File: config.mk
export PLATFORM = sky130hd
export DESIGN_NAME = change_dispenser
export DESIGN_NICKNAME = d
export VERILOG_FILES = /design/src/rtl/change_dispenser.sv
export SDC_FILE = /design/constraint.sdc
export NUM_CORES = 1
export LEC_CHECK = 0
export ABC_AREA = 0
export CAP_MARGIN = 20
export CORE_MARGIN = 1.5
export CORE_UTILIZATION = 51
export DETAILED_ROUTE_END_ITERATION = 10
export PLACE_DENSITY = 0.75
export RECOVER_POWER = 25
export SLEW_MARGIN = 10
export SYNTH_ARGS = -nofsm -noshare
export SYNTH_HDL_FRONTEND = slang
export SYNTH_SLANG_ARGS = --single-unit
File: constraint.sdc
create_clock -name clk -period 2.8 [get_ports clk]
set_clock_uncertainty 0.1 [all_clocks]
set_input_delay 0.56 -clock clk [delete_from_list [all_inputs] [get_ports clk]]
set_output_delay 0.56 -clock clk [all_outputs]
set_load 0.02 [all_outputs]
File: src/rtl/change_dispenser.sv
// change_dispenser: greedy coin-return engine.
// Accepts a change amount in IDLE and pays it out one coin at a time through a
// req/ack handshake with the coin hopper. The largest coin that fits the
// remaining amount and is still in stock is always picked. Per-denomination
// stock is tracked internally and can be reloaded while IDLE.
// Coin codes: 00=5, 01=10, 10=20, 11=50.
//
// Optional feature macro: CHG_ACK_TIMEOUT_EN
//   defined   -> a hopper that does not ack within TIMEOUT_CYCLES marks that
//                denomination as jammed (stock forced to 0), sets the sticky
//                jam_fault flag and payout continues with smaller coins.
//   undefined -> REQ waits for ack indefinitely, jam_fault is tied to 0.
//
// Ports:
//   clk, rst            clock, synchronous active-low reset
//   change_valid/_amount/_ready   change request handshake
//   coin_req/_sel/_ack  hopper handshake (one coin per ack)
//   stock_load/_sel/_count        stock reload (IDLE only)
//   busy, done, short_change, remaining, jam_fault  status
module change_dispenser #(
  parameter int AMT_W          = 8,
  parameter int STOCK_W        = 8,
  parameter int STOCK_INIT     = 10,
  parameter int TIMEOUT_CYCLES = 16
) (
  input  logic               clk,
  input  logic               rst,
  input  logic               change_valid,
  input  logic [AMT_W-1:0]   change_amount,
  output logic               change_ready,
  output logic               coin_req,
  output logic [1:0]         coin_sel,
  input  logic               coin_ack,
  input  logic               stock_load,
  input  logic [1:0]         stock_sel,
  input  logic [STOCK_W-1:0] stock_count,
  output logic               busy,
  output logic               done,
  output logic               short_change,
  output logic [AMT_W-1:0]   remaining,
  output logic               jam_fault
);

  typedef enum logic [1:0] {IDLE, SELECT, REQ, DONE} state_t;

  state_t             state_q, state_d;
  logic [AMT_W-1:0]   rem_q, rem_d;
  logic [AMT_W-1:0]   remaining_q, remaining_d;
  logic               short_q, short_d;
  logic [1:0]         sel_q, sel_d;
  logic [STOCK_W-1:0] stock_q [4];
  logic [STOCK_W-1:0] stock_d [4];
  logic               found;
  logic [1:0]         pick;

  function automatic logic [AMT_W-1:0] dval(input logic [1:0] c);
    case (c)
      2'b00:   dval = AMT_W'(5);
      2'b01:   dval = AMT_W'(10);
      2'b10:   dval = AMT_W'(20);
      default: dval = AMT_W'(50);
    endcase
  endfunction

  // Codes are ordered by value, so the last match in an ascending scan is the
  // largest coin that fits and is in stock.
  always_comb begin
    found = 1'b0;
    pick  = 2'b00;
    for (int i = 0; i < 4; i++) begin
      if (stock_q[i] != '0 && dval(2'(i)) <= rem_q) begin
        found = 1'b1;
        pick  = 2'(i);
      end
    end
  end

`ifdef CHG_ACK_TIMEOUT_EN
  localparam int TMR_W = $clog2(TIMEOUT_CYCLES + 1);
  logic [TMR_W-1:0] tmr_q, tmr_d;
  logic             jam_q, jam_d;
`endif

  always_comb begin
    state_d     = state_q;
    rem_d       = rem_q;
    remaining_d = remaining_q;
    short_d     = short_q;
    sel_d       = sel_q;
    stock_d     = stock_q;
`ifdef CHG_ACK_TIMEOUT_EN
    tmr_d       = tmr_q;
    jam_d       = jam_q;
`endif
    case (state_q)
      IDLE: begin
        // A reload on the accept edge is visible to the first SELECT.
        if (stock_load) stock_d[stock_sel] = stock_count;
        if (change_valid) begin
          rem_d       = change_amount;
          remaining_d = '0;
          short_d     = 1'b0;
          state_d     = SELECT;
        end
      end
      SELECT: begin
        if (found) begin
          sel_d   = pick;
          state_d = REQ;
`ifdef CHG_ACK_TIMEOUT_EN
          tmr_d   = '0;
`endif
        end else begin
          remaining_d = rem_q;
          short_d     = (rem_q != '0);
          state_d     = DONE;
        end
      end
      REQ: begin
        // Ack takes priority over a timeout expiring in the same cycle.
        if (coin_ack) begin
          if (dval(sel_q) <= rem_q) rem_d = rem_q - dval(sel_q);
          if (stock_q[sel_q] != '0) stock_d[sel_q] = stock_q[sel_q] - STOCK_W'(1);
          state_d = SELECT;
        end
`ifdef CHG_ACK_TIMEOUT_EN
        else if (tmr_q == TMR_W'(TIMEOUT_CYCLES - 1)) begin
          stock_d[sel_q] = '0;
          jam_d          = 1'b1;
          state_d        = SELECT;
        end else begin
          tmr_d = tmr_q + TMR_W'(1);
        end
`endif
      end
      default: state_d = IDLE;
    endcase
  end

  always_ff @(posedge clk) begin
    if (!rst) begin
      state_q     <= IDLE;
      rem_q       <= '0;
      remaining_q <= '0;
      short_q     <= 1'b0;
      sel_q       <= 2'b00;
      for (int i = 0; i < 4; i++) stock_q[i] <= STOCK_W'(STOCK_INIT);
`ifdef CHG_ACK_TIMEOUT_EN
      tmr_q       <= '0;
      jam_q       <= 1'b0;
`endif
    end else begin
      state_q     <= state_d;
      rem_q       <= rem_d;
      remaining_q <= remaining_d;
      short_q     <= short_d;
      sel_q       <= sel_d;
      for (int i = 0; i < 4; i++) stock_q[i] <= stock_d[i];
`ifdef CHG_ACK_TIMEOUT_EN
      tmr_q       <= tmr_d;
      jam_q       <= jam_d;
`endif
    end
  end

  assign change_ready = (state_q == IDLE);
  assign busy         = (state_q != IDLE);
  assign coin_req     = (state_q == REQ);
  assign coin_sel     = sel_q;
  assign done         = (state_q == DONE);
  assign short_change = short_q;
  assign remaining    = remaining_q;
`ifdef CHG_ACK_TIMEOUT_EN
  assign jam_fault    = jam_q;
`else
  assign jam_fault    = 1'b0;
`endif

endmodule

==> summary.md, run 1 <==
| Metric | Value |
|---|---|
| CTS Buf Count | `5` |
| Overall global routing resource usage | `0.3020` |
| Area share of the largest cell type after synthesis | `0.3284` |
| FF+latch count, synth | `53` |
| Max Fclk | `379.3 MHz` |
| I/O pins | `39` |
| GP Congestion | `0.9587` |
| Minimum clock period | `2636 ps` |
| Total power | `2.022 mW` |
| Avg Inst Size Synth | `8.241 um2` |
| CP Launch Type | `flop` |
| Pwr dens | `522.8 nW/um2` |
| Worst-Skew Late Latency | `310 ps` |
| Routed vias/inst | `6.424` |
| Die area | `6821 um2` |
| Leak pwr | `1.552 nW` |
| Synth Cell Area | `3231 um2` |
| Area leader, netlist | `dfxtp_1` |
| Final hold slack | `364.7 ps` |
| Initial Util | `0.5361` |
| Core area | `6026 um2` |
| Yosys cell types | `63` |
| Hold WC Path Type | `reg -> reg` |
| Port Buffers | `37` |
| Final non-filler cell area | `3867 um2` |
| Run status | `finished, final reports clean` |
| Initial antenna violation count | `0` |
| Hold Fails Final Rpt | `0` |
| CP arrival | `2730 ps` |
| Post-synth top cells | `dfxtp_1 (53), nor2_1 (49), o21ai_1 (30)` |
| Slew Limit Fails | `0` |
| RSZ-0062 raised after global routing | `no` |
| Register area share after synthesis | `0.3284` |
| Nets | `471` |
| Share of cells above drive strength 1 | `0.1129` |
| Crit-path max FO | `6` |
| Area post-placement | `3761 um2` |
| CTS Hold Buffers Added | `0` |
| Final setup vio count | `0` |
| Antenna Cells | `0` |
| CP Data Required Time | `2890 ps` |
| Post-layout util | `0.6418` |
| Synth Flop Type | `dfxtp_1` |
| Vias in the first global route | `2950` |
| Reg clk slew, reported paths | `100 ps` |
| Post-Syn Instances | `392` |
| Routed Antenna Nets | `0` |
| CTS tree | `yes` |
| First-pass GRT wire length | `15340 um` |
| Multi-input logic area | `2014 um2` |
| Top cells by area, synth | `dfxtp_1 (33%), nor2_1 (5.7%), ha_1 (5.0%)` |
| # H-tree levels | `2` |
| Hold depth | `2` |
| Clock root buffer | `clkbuf_8` |
| Max cap viols | `0` |
| Grt ovf | `0` |
| Mapped Nets | `429` |
| Final Cycle Share | `0.9415` |
| Die Wd | `82.59 um` |
| Most common cell in the synthesized netlist | `dfxtp_1` |
| Site Rows | `28` |
| DRC viols | `0` |
| Clk sinks | `53` |
| P&R area growth vs syn | `19.71%` |
| Avg WL per Cell | `19.64 um` |
| Least-Margin Pin Slew | `644.6 ps` |
| Starting DRT DRC Count | `350` |
| Reg2Reg Depth | `8` |
| Setup CP Type | `reg -> reg` |
| TritonRoute pass-1 iters | `5` |
| Hpwl dp | `7518 um` |
| Vias | `3270` |
| Die H | `82.59 um` |
| Largest net degree at the start of global routing | `48` |
| Final wirelength | `9997 um` |
| Worst slew margin | `0.5702` |
| Setup TNS | `0 ps` |
| Kind of end point of the critical path | `flop` |
| VDD IR-drop max | `0.3789 mV` |
| Async set or reset register ratio after synthesis | `0` |
| Register Area | `1066 um2` |
| Synth warnings | `0` |
| EDFF count, synth | `0` |
| Fillers | `555` |
| Clock Tree Buf Depth | `2` |
==> critical path: stages, from the launching register on <==
cell      delay [ps]
dfxtp_4          410
mux4_2           540
inv_1            100
ha_2             180
inv_1             50
or4_1            570
xnor2_2          210
a221oi_1         260
nor2_1            80
==> sequential cells by signal, indices dropped and copies added (netlist names) <==
signal and flops:
remaining 8, short_change 1, state_q 2, stock_q 32, rem_q 8, coin_sel 2
==> power by group <==
part           internal [mW]  switching, mW
logic                  0.287          0.397
registers              0.810         0.0738
clock network          0.196          0.258
total                   1.29          0.729
==> cells by family after synthesis <==
group	after synthesis	synth area share
muxes	10	0.05848
DFF	53	0.3284
xor gates and xnor gates	7	0.01898
buffers and inverters	44	0.05422
adders and majority gates	14	0.05655
other	1	0.001161
AOI/OAI and AO/OA	131	0.2854
and+or+nand+nor	132	0.1968
==> cells in the final DEF, fill, tap and decap left out, types with 6 or more instances in the layout <==
cell type        count
nand3_1             16
dfxtp_1             51
nand2_1             29
nor2_1              49
o21ai_0             16
o21ai_1             30
nor4_1               9
o21a_1               6
dlygate4sd3_1       11
mux4_2               7
a221oi_1            16
ha_1                12
buf_4               20
nand2b_1             6
clkdlybuf4s50_1     26
clkbuf_8             6
a21oi_1             13
inv_1               18
==> metrics by stage <==
stage,worst slack (ps),std cells
finish,163.7,509
floorplan,8.493,392
detailed placement,124.9,502
CTS,94.48,509
global route,8.719,509
global placement,207.0,502
==> routing by layer <==
layer / share of wire / global-route usage / up-vias
li1: - / - / 1551
met1: 0.46 / 0.4425 / 1519
met2: 0.43 / 0.4374 / 181
met3: 0.094 / 0.07912 / 19
met4: 0.015 / 0.07667 / 0
met5: 0 / 0 / -
==> final cells by class <==
type / count / area share
multi-input cells: 295 / 0.5209
flip-flops and latches: 53 / 0.2756
repair buffers: 58 / 0.1356
well taps: 75 / 0.02426
clock buffers: 6 / 0.02135
inverters: 21 / 0.02038
clock inverters: 1 / 0.001941
==> timing repair <==
action / 4_1_cts / 5_1_grt
resized for setup: 0 / 4
buffers inserted: 0 / 0
setup endpoints to repair: 0 / 5
==> worst paths after layout <==
| kind | from | to | slack (ps) |
|---|---|---|---|
| min reg2reg | remaining[0]$_SDFFE_PN0P_ | remaining[0]$_SDFFE_PN0P_ | 360 |
| min | remaining[0]$_SDFFE_PN0P_ | remaining[0]$_SDFFE_PN0P_ | 360 |
| max reg2reg | coin_sel[1]$_SDFFE_PN0P_ | stock_q[22]$_SDFFE_PN0P_ | 160 |
| max | coin_sel[1]$_SDFFE_PN0P_ | stock_q[22]$_SDFFE_PN0P_ | 160 |
No activity file was read; power rests on OpenSTA's default activity.
==> run 2: changes to the inputs <==
==> constraint.sdc (replaced) <==
create_clock -name clk -period 2.8 [get_ports clk]
set_clock_uncertainty 0.1 [all_clocks]
set_input_delay 0.42 -clock clk [delete_from_list [all_inputs] [get_ports clk]]
set_output_delay 0.42 -clock clk [all_outputs]
set_load 0.02 [all_outputs]
==> run 2 against run 1 <==
  * Combinational power down 0.9%
  * Maximum frequency down 1.6%
  * Die area unchanged
  * Power up 0.76%
  * Sequential power up 0.6%
  * Count of clock-buffer cells in the layout unchanged
  * Sequential share of layout area up 0.27 points
==> summary.md, run 2 (synthesis gave the netlist of run 1 again) <==
| Metric | Value |
|---|---|
| Cell Chain, Critical Path | `mux4_2, inv_1, ha_2, inv_1, or4_1, xnor2_1, a221oi_1, nor2_1` |
| Hold Fails Final Rpt | `0` |
| Final worst setup slack | `120.6 ps` |
| I/O pins | `39` |
| Clock root buffer | `clkbuf_8` |
| Least-Margin Pin Slew | `662.0 ps` |
| Pwr dens | `531.9 nW/um2` |
| Most common cell on crit path | `inv_1` |
| Vias in the first global route | `2995` |
| Site Rows | `28` |
| Vias | `3348` |
| Clk sinks | `53` |
| Initial Util | `0.5361` |
| P_int | `1.295 mW` |
| Avg WL per Cell | `19.93 um` |
| # H-tree levels | `2` |
| Commonest non-fill, non-tap cell in the layout | `dfxtp_1` |
| Reg clk slew, reported paths | `100 ps` |
| Kind of end point of the critical path | `flop` |
| Worst slew margin | `0.5586` |
| P&R area growth vs syn | `18.55%` |
| Share of cells above drive strength 1 | `0.09977` |
| Largest net degree at the start of global routing | `48` |
| Antenna Cells | `0` |
| Routed Antenna Nets | `0` |
| Sequential power share | `0.436` |
| Hold depth | `2` |
| Die Wd | `82.59 um` |
| Hold wc startpoint | `remaining[7]$_SDFFE_PN0P_` |
| Die H | `82.59 um` |
| Commonest non-fill, non-tap cells in the layout | `dfxtp_1 (51), nor2_1 (49), o21ai_1 (30)` |
| Final setup vio count | `0` |
| CTS Hold Buffers Added | `0` |
| Overall global routing resource usage | `0.3158` |
| Top reg by flops | `stock_q` |
| TritonRoute pass-1 iters | `5` |
| Minimum clock period | `2679 ps` |
| CP arrival | `2830 ps` |
| Die area | `6821 um2` |
| Run status | `finished, final reports clean` |
| Routed vias/inst | `6.617` |
| GP Congestion | `1.030` |
| Final Cycle Share | `0.9569` |
| Setup TNS | `0 ps` |
| RSZ-0062 raised after global routing | `no` |
| CP Data Required Time | `2960 ps` |
| Grt ovf | `0` |
| Reg2Reg Setup Slack | `120 ps` |
| CTS tree | `yes` |
| Core area | `6026 um2` |
| Worst flop-to-flop path endpoint | `stock_q[30]$_SDFFE_PN0P_` |
| Clock Tree Buf Depth | `2` |
| Port Buffers | `37` |
| Setup CP Type | `reg -> reg` |
| Clock share of power | `0.231` |
| Crit-path max FO | `5` |
| VDD IR-drop max | `0.2654 mV` |
| Hold endpoint | `remaining[7]$_SDFFE_PN0P_` |
| R2r startpoint | `coin_sel[1]$_SDFFE_PN0P_` |
| Gate power share | `0.332` |
| Worst-Skew Late Latency | `310 ps` |
| Max Fclk | `373.2 MHz` |
| Slew Limit Fails | `0` |
| DRC viols | `0` |
| Reg2Reg Depth | `8` |
| CTS Buf Count | `5` |
| First-pass GRT wire length | `15800 um` |
| Hpwl dp | `7619 um` |
| Slowest CP cell | `or4_1` |
| CP Launch Type | `flop` |
| Final wirelength | `10080 um` |
| Switching Fraction | `0.3642` |
| Total power | `2.037 mW` |
| Nets | `467` |
| Leak pwr | `1.529 nW` |
| Hold WC Path Type | `reg -> reg` |
| Place WS | `151.2 ps` |
| Starting DRT DRC Count | `412` |
| Sw power | `741.9 uW` |
| Initial antenna violation count | `0` |
| Worst path max stage delay | `540 ps` |
| Max cap viols | `0` |
| Max FFs per register | `32` |
==> run 2: changes by cell type in the layout (fill, tap and decap cells not counted), sizes merged <==
cell / before / now
clkdlybuf4s50: 26 / 24
clkinv: 1 / 3
buf: 20 / 16
clkinvlp: 1 / 0
dlygate4sd3: 11 / 13
==> run 2: layout make-up <==
cell class,count,area [um2]
well taps,75,93.84
repair buffers,54,498.0
fillers,554,2196
clock buffers,6,82.58
flip-flops and latches,53,1066
inverters,21,78.83
multi-input cells,295,1997
clock inverters,2,13.76
==> run 2: stage by stage <==
step	utilization	instance area, um2	std cells	hold WS [ps]
after detailed placement	0.6192	3731	498	353.4
after floorplan	-	3246	392	364.1
after CTS	0.6352	3827	506	367.4
after global routing	0.6356	3830	506	399.9
final	0.6356	3830	506	360.0
after global placement	0.6192	3731	498	345.9
==> run 2: worst max-delay path by stage <==
stage	from	endpoint	slack, ps	depth (start not counted)
after detailed placement	coin_sel[1]$_SDFFE_PN0P_	stock_q[26]$_SDFFE_PN0P_	150	7
after floorplan	coin_sel[1]$_SDFFE_PN0P_	stock_q[30]$_SDFFE_PN0P_	8	9
after CTS	coin_sel[1]$_SDFFE_PN0P_	stock_q[26]$_SDFFE_PN0P_	150	7
final	coin_sel[1]$_SDFFE_PN0P_	stock_q[30]$_SDFFE_PN0P_	120	8
after global placement	coin_sel[1]$_SDFFE_PN0P_	stock_q[6]$_SDFFE_PN0P_	230	8
after global routing	coin_sel[0]$_SDFFE_PN0P_	stock_q[14]$_SDFFE_PN0P_	20	8
==> run 2: repair_timing <==
item	4_1_cts	5_1_grt
resized for setup	0	2
buffers inserted	0	0
endpoints found under the setup margin	0	6
==> run 2: power groups by stage <==
stage | combinational [mW] | sequential (mW) | clock (mW)
6_report | 0.677 | 0.889 | 0.471
5_1_grt | 0.736 | 0.895 | 0.508
4_1_cts | 0.664 | 0.885 | 0.475
3_5_place_dp | 0.660 | 0.902 | 0
3_3_place_gp | 0.649 | 0.900 | 0
2_1_floorplan | 0.465 | 0.872 | 0
==> run 2: worst max-delay path, delay by kind of cell, from the launching register on <==
family / cells / cell delay (ps)
compound gates: 1 / 170
xor+xnor: 1 / 410
fa+ha+maj: 1 / 190
buf+inv: 2 / 150
flops: 1 / 410
mux: 1 / 530
simple gates: 2 / 660
==> run 2: per-layer routing <==
| layer | vias up | global-route usage | share of wire |
|---|---|---|---|
| met3 | 38 | 0.08022 | 0.11 |
| met1 | 1535 | 0.4451 | 0.44 |
| met5 | - | 0 | 0 |
| met2 | 222 | 0.4545 | 0.42 |
| li1 | 1553 | - | - |
| met4 | 0 | 0.1317 | 0.037 |
